## src/rtl/div_clk_multi.sv

```systemverilog
// div_clk_multi: NCH key-programmable clock dividers, +/-STEP clamped to [DIV_MIN,DIV_MAX]; DIV_CLK_MULTI_TICK_EN adds o_tick.
// Latency: divisor readback 1 cycle after the strobe, takes effect at the next period wrap; no backpressure (events never stall).
module div_clk_multi #(
  parameter int NCH      = 2,
  parameter int CH_W     = 1,
  parameter int DIV_W    = 16,
  parameter int DIV_INIT = 200,
  parameter int STEP     = 100,
  parameter int DIV_MIN  = 2,
  parameter int DIV_MAX  = 65000
) (
  input  logic                 clk,
  input  logic                 rstn,
  input  logic                 i_key_val,
  input  logic [1:0]           i_key,
  input  logic [CH_W-1:0]      i_ch_sel,
  input  logic [NCH-1:0]       i_en,
  output logic [NCH-1:0]       o_div_clk,
  output logic [NCH*DIV_W-1:0] o_div_num,
`ifdef DIV_CLK_MULTI_TICK_EN
  output logic [NCH-1:0]       o_tick,
`endif
  output logic                 o_sat
);

  localparam int AW = DIV_W + 1;
  localparam logic [AW-1:0] STEP_A = AW'(STEP);
  localparam logic [AW-1:0] MAX_A  = AW'(DIV_MAX);
  localparam logic [AW-1:0] LOW_A  = AW'(DIV_MIN + STEP);

  logic [31:0]      sel_idx;
  logic             sel_ok;
  logic [DIV_W-1:0] cur_d;
  logic [DIV_W-1:0] new_d;
  logic [AW-1:0]    cur_w;
  logic [AW-1:0]    inc_w;
  logic             upd;
  logic             clamp;

  assign sel_idx = 32'(i_ch_sel);
  assign sel_ok  = sel_idx < NCH;

  // One shared adder path serves whichever channel the event targets.
  always_comb begin
    cur_d = '0;
    for (int k = 0; k < NCH; k++) begin
      if (sel_idx == k) cur_d = o_div_num[k*DIV_W +: DIV_W];
    end
    cur_w = {1'b0, cur_d};
    inc_w = cur_w + STEP_A;
    new_d = cur_d;
    upd   = 1'b0;
    clamp = 1'b0;
    if (i_key_val && sel_ok) begin
      case (i_key)
        2'b01: begin
          upd = 1'b1;
          if (inc_w > MAX_A) begin
            new_d = DIV_W'(DIV_MAX);
            clamp = 1'b1;
          end else begin
            new_d = inc_w[DIV_W-1:0];
          end
        end
        2'b10: begin
          upd = 1'b1;
          if (cur_w < LOW_A) begin
            new_d = DIV_W'(DIV_MIN);
            clamp = 1'b1;
          end else begin
            new_d = cur_d - DIV_W'(STEP);
          end
        end
        default: ;
      endcase
    end
  end

  always_ff @(posedge clk) begin
    if (!rstn) o_sat <= 1'b0;
    else       o_sat <= clamp;
  end

  for (genvar k = 0; k < NCH; k++) begin : g_ch
    logic [DIV_W-1:0] div_r;
    logic [DIV_W-1:0] act;
    logic [DIV_W-1:0] cnt;
    logic             clk_r;
    logic             hit;
    logic             wrap;

    assign hit  = upd && (sel_idx == k);
    assign wrap = (cnt == act - DIV_W'(1));

    always_ff @(posedge clk) begin
      if (!rstn) begin
        div_r <= DIV_W'(DIV_INIT);
        act   <= DIV_W'(DIV_INIT);
        cnt   <= '0;
        clk_r <= 1'b0;
      end else begin
        if (hit) div_r <= new_d;
        // act only follows div_r at a period boundary (or while idle), so no runt pulses.
        if (i_en[k]) begin
          if (wrap) begin
            cnt <= '0;
            act <= div_r;
          end else begin
            cnt <= cnt + DIV_W'(1);
          end
          clk_r <= (cnt < (act >> 1));
        end else begin
          cnt   <= '0;
          act   <= div_r;
          clk_r <= 1'b0;
        end
      end
    end

    assign o_div_clk[k]                 = clk_r;
    assign o_div_num[k*DIV_W +: DIV_W]  = div_r;

`ifdef DIV_CLK_MULTI_TICK_EN
    logic wrap_q;
    logic tick_r;

    // Two stages so the tick lines up with the o_div_clk rising edge.
    always_ff @(posedge clk) begin
      if (!rstn) begin
        wrap_q <= 1'b0;
        tick_r <= 1'b0;
      end else begin
        wrap_q <= i_en[k] & wrap;
        tick_r <= i_en[k] & wrap_q;
      end
    end

    assign o_tick[k] = tick_r;
`endif
  end

endmodule

```

## config.mk

```make
export PLATFORM = sky130hd
export DESIGN_NAME = div_clk_multi
export DESIGN_NICKNAME = d
export VERILOG_FILES = /design/src/rtl/div_clk_multi.sv
export SDC_FILE = /design/constraint.sdc
export NUM_CORES = 1
export LEC_CHECK = 0
export CAP_MARGIN = 40
export CELL_PAD_IN_SITES_DETAIL_PLACEMENT = 1
export CELL_PAD_IN_SITES_GLOBAL_PLACEMENT = 1
export CORE_UTILIZATION = 47
export CTS_BUF_LIST = sky130_fd_sc_hd__clkbuf_4
export DETAILED_ROUTE_END_ITERATION = 8
export PLACE_DENSITY = 0.89
export SLEW_MARGIN = 20
export SYNTH_ARGS = -nofsm -noshare
export SYNTH_HDL_FRONTEND = slang
export SYNTH_SLANG_ARGS = --single-unit
```

## constraint.sdc

```tcl
create_clock -name clk -period 5.45 [get_ports clk]
set_input_delay 0.545 -clock clk [delete_from_list [all_inputs] [get_ports clk]]
set_output_delay 0.545 -clock clk [all_outputs]
set_load 0.03 [all_outputs]
```

==> reports/results.ini <==
[status]
outcome = complete, no violations

[floorplan]
die-height_um = 123.5
dieArea_sq_um = 15260
io_pins = 43
coreArea_sq_um = 14480
start_util = 0.4794
rows = 44
die_x_um = 123.5

[power_and_ir_drop]
vdd_drop_max_uv = 113.0
seq_power_share = 0.546
p_leak_nw = 2.907
power.total_mw = 1.421
combPwrFrac = 0.185
p_per_area_nw_per_um2 = 188.3
power.internal_mw = 0.9410
power_switching_mw = 0.4800
clock_power_share = 0.269
p_sw_frac = 0.3378

[worst_setup_path]
path_common_cell = inv_1
startpoint = g_ch[0].div_r[3]
criticalPathCategory = reg -> reg
cp.arrival_ns = 3.91
start_kind = flop
cp_max_fo = 8
crit_slowest_cell = a2bb2oi_1
cp-end-kind = flop
crit_required_ns = 5.78
r2r-start = g_ch[0].div_r[3]
rrSetupSlack_ns = 1.87
crit_chain = inv_1 > o21a_1 > inv_1 > ha_1 > inv_1 > o211ai_1 > nand4_1 > and2_1 > nand3_1 > a2bb2oi_1 > o21ai_0
slowest_delay_ns = 0.66

[clock_tree]
cts-buffers-inserted = 9
clk_path_buf_depth = 2
clk_pin_slew_ns = 0.18
cts_root_buf = clkbuf_4
cts_sinks = 99
h-tree-depth = 3
ctsResizeCount = 0
cts_tree = built
cts_hold_buf = 0
post_cts_buffers = 0
clock_latency_ns = 0.49

[sta]
period_share = 0.6568
fmax_ghz = 0.2793
hold_viol_final = 0
grt_setup_unrepaired = no
fin_setup_tns_ns = 0
setup_viol_count_final = 0
slew-limit-headroom = 0.4212
skew_ns = 0.02532
worst_pin_slew_ns = 0.8440
finalMaxSlewViolations = 0
min_period_ns = 3.580

[synth]
yosysMostFrequentCell = nand2_1
avgSynthCellArea_sq_um = 7.924
ys_top_cells_by_count = 113 x nand2_1, 99 x dfxtp_1, 77 x nor2_1
synth_top_cell_area_share = 0.2855
synth_edf_count = 0
ys_ff_latch = 99
syn_area_sq_um = 6942
synthCells = 876
synth_flop_cell = dfxtp_1
synth_warnings = 0
yosys.area.top_type = dfxtp_1
netlist_top_cells_area = dfxtp_1 29%, ha_1 6.8%, xnor2_1 6.2%, nand2_1 6.1%, mux2i_1 5.6%
yosysSeqAreaShare = 0.2855
synth_cell_types = 70
async_flop_share = 0
synth_nets = 922

[placed_design]
placed_area_sq_um = 7393
routabilityCongestion = 0.8969
port_buffers = 42
post-dp-hpwl_um = 15880

[global_route]
grt_max_degree = 68
grt_pass1_wl_um = 32800
grtUsageTotal = 0.2760
grt_overflow = 0
grt_pass1_vias = 6476
antenna_found_initial = 0

[route]
antenna_left = 0
drtIter0Drc = 396
wl_per_cell_um = 18.97
via_count = 6631
viasPerCell = 6.140
route.detailed.drc = 0
drtPass1Iterations = 5
routed_wl_um = 20490

[layout]
final_area_sq_um = 7547
antenna_cells = 0
final_layout_size_suffix_gt1_frac = 0.05134
nets = 937
area_delta_synth_final_pct = 8.724

[hold_path]
hold_path.startpoint = rstn
hold_path.class = in -> reg

[job]
drv_cap = 0

## final timing paths
path | to | depth (start not counted)
worst max-delay path | g_ch[0].div_r[1] | 11
worst min-delay path | g_ch[1].act[15] | 3
worst max register to register | g_ch[0].div_r[1] | 11
worst min register to register | g_ch[0].act[15] | 2
## kinds of logic (layout without fill, tap and decap cells)
logic type      Yosys count  count (layout)  synth area share
compound gates          176             176            0.1772
mux                      47              47           0.06921
xor+xnor                 83              83            0.1047
flops                    99              99            0.2855
simple gates            334             334            0.2311
fa+ha+maj                38              38           0.06849
buf+inv                  99             119           0.06381
## through the flow
| stage | setup slack (ns) | hold slack (ns) | cells | utilization |
|---|---|---|---|---|
| 2_1_floorplan | 1.257 | 0.4575 | 876 | - |
| 3_3_place_gp | 1.433 | 0.4790 | 1059 | 0.5084 |
| 3_5_place_dp | 1.577 | 0.4976 | 1061 | 0.5106 |
| 4_1_cts | 1.907 | 0.4308 | 1077 | 0.5191 |
| 5_1_grt | 1.652 | 0.4534 | 1080 | 0.5213 |
| 6_report | 1.870 | 0.4684 | 1080 | 0.5213 |
## worst max-delay path, delay by kind of cell, from the launching register on
family	cells	cell delay [ns]
and+or+nand+nor	3	0.67
buffers and inverters	3	0.34
adders and majority gates	1	0.25
DFF	1	0.53
AOI/OAI and AO/OA	4	1.64
## area by class of cell
type | count | area [sq um]
multi-input combinational | 678 | 4517
inverter | 53 | 198.9
timing repair buffer | 50 | 496.7
fill | 1784 | 6932
clock buffer | 9 | 67.56
clock inverter | 7 | 55.05
sequential | 99 | 1982
tap | 184 | 230.2
## power by group through the flow
stage / registers (mW) / logic (mW) / clock network (mW)
floorplan: 0.792 / 0.172 / 0
global placement: 0.789 / 0.246 / 0
detailed placement: 0.789 / 0.256 / 0
CTS: 0.774 / 0.258 / 0.395
global route: 0.779 / 0.283 / 0.419
finish: 0.775 / 0.263 / 0.383
## state kept, by name, summed over array words and instances, names as in the netlist
| signal | count |
|---|---|
| g_ch.act | 32 |
| g_ch.clk_r | 2 |
| g_ch.cnt | 32 |
| g_ch.div_r | 32 |
| o_sat | 1 |
## layer usage
metal	global-route usage	routed length, um	vias to the layer above
met5	0	0	-
met4	0.08886	585	0
met3	0.04751	834	45
met2	0.4626	9757	172
met1	0.3579	9316	3262
li1	-	-	3152
## layout by cell type (no fill, tap or decap), drive strengths merged, types with 4 or more instances in the layout
master         Yosys  layout
nand2            113     113
dfxtp             99      99
nor2              77      77
inv               52      57
xnor2             49      49
clkdlybuf4s50      0      40
mux2i             39      39
ha                38      38
nand3             35      35
xor2              34      34
o211ai            29      29
o21ai             25      25
nor3              22      22
a21oi             22      22
nand4             19      19
a31oi             15      15
o22ai             12      12
a21o              12      12
and3              10      10
clkbuf            28      10
a211oi             9       9
nor4               9       9
buf               14       9
and2               8       8
nand2b             8       8
mux2               8       8
nor2b              6       6
nor3b              6       6
o2111ai            6       6
o31ai              5       5
nand3b             5       5
or4                5       5
o22a               4       4
Power figures use the tool's default switching activity.
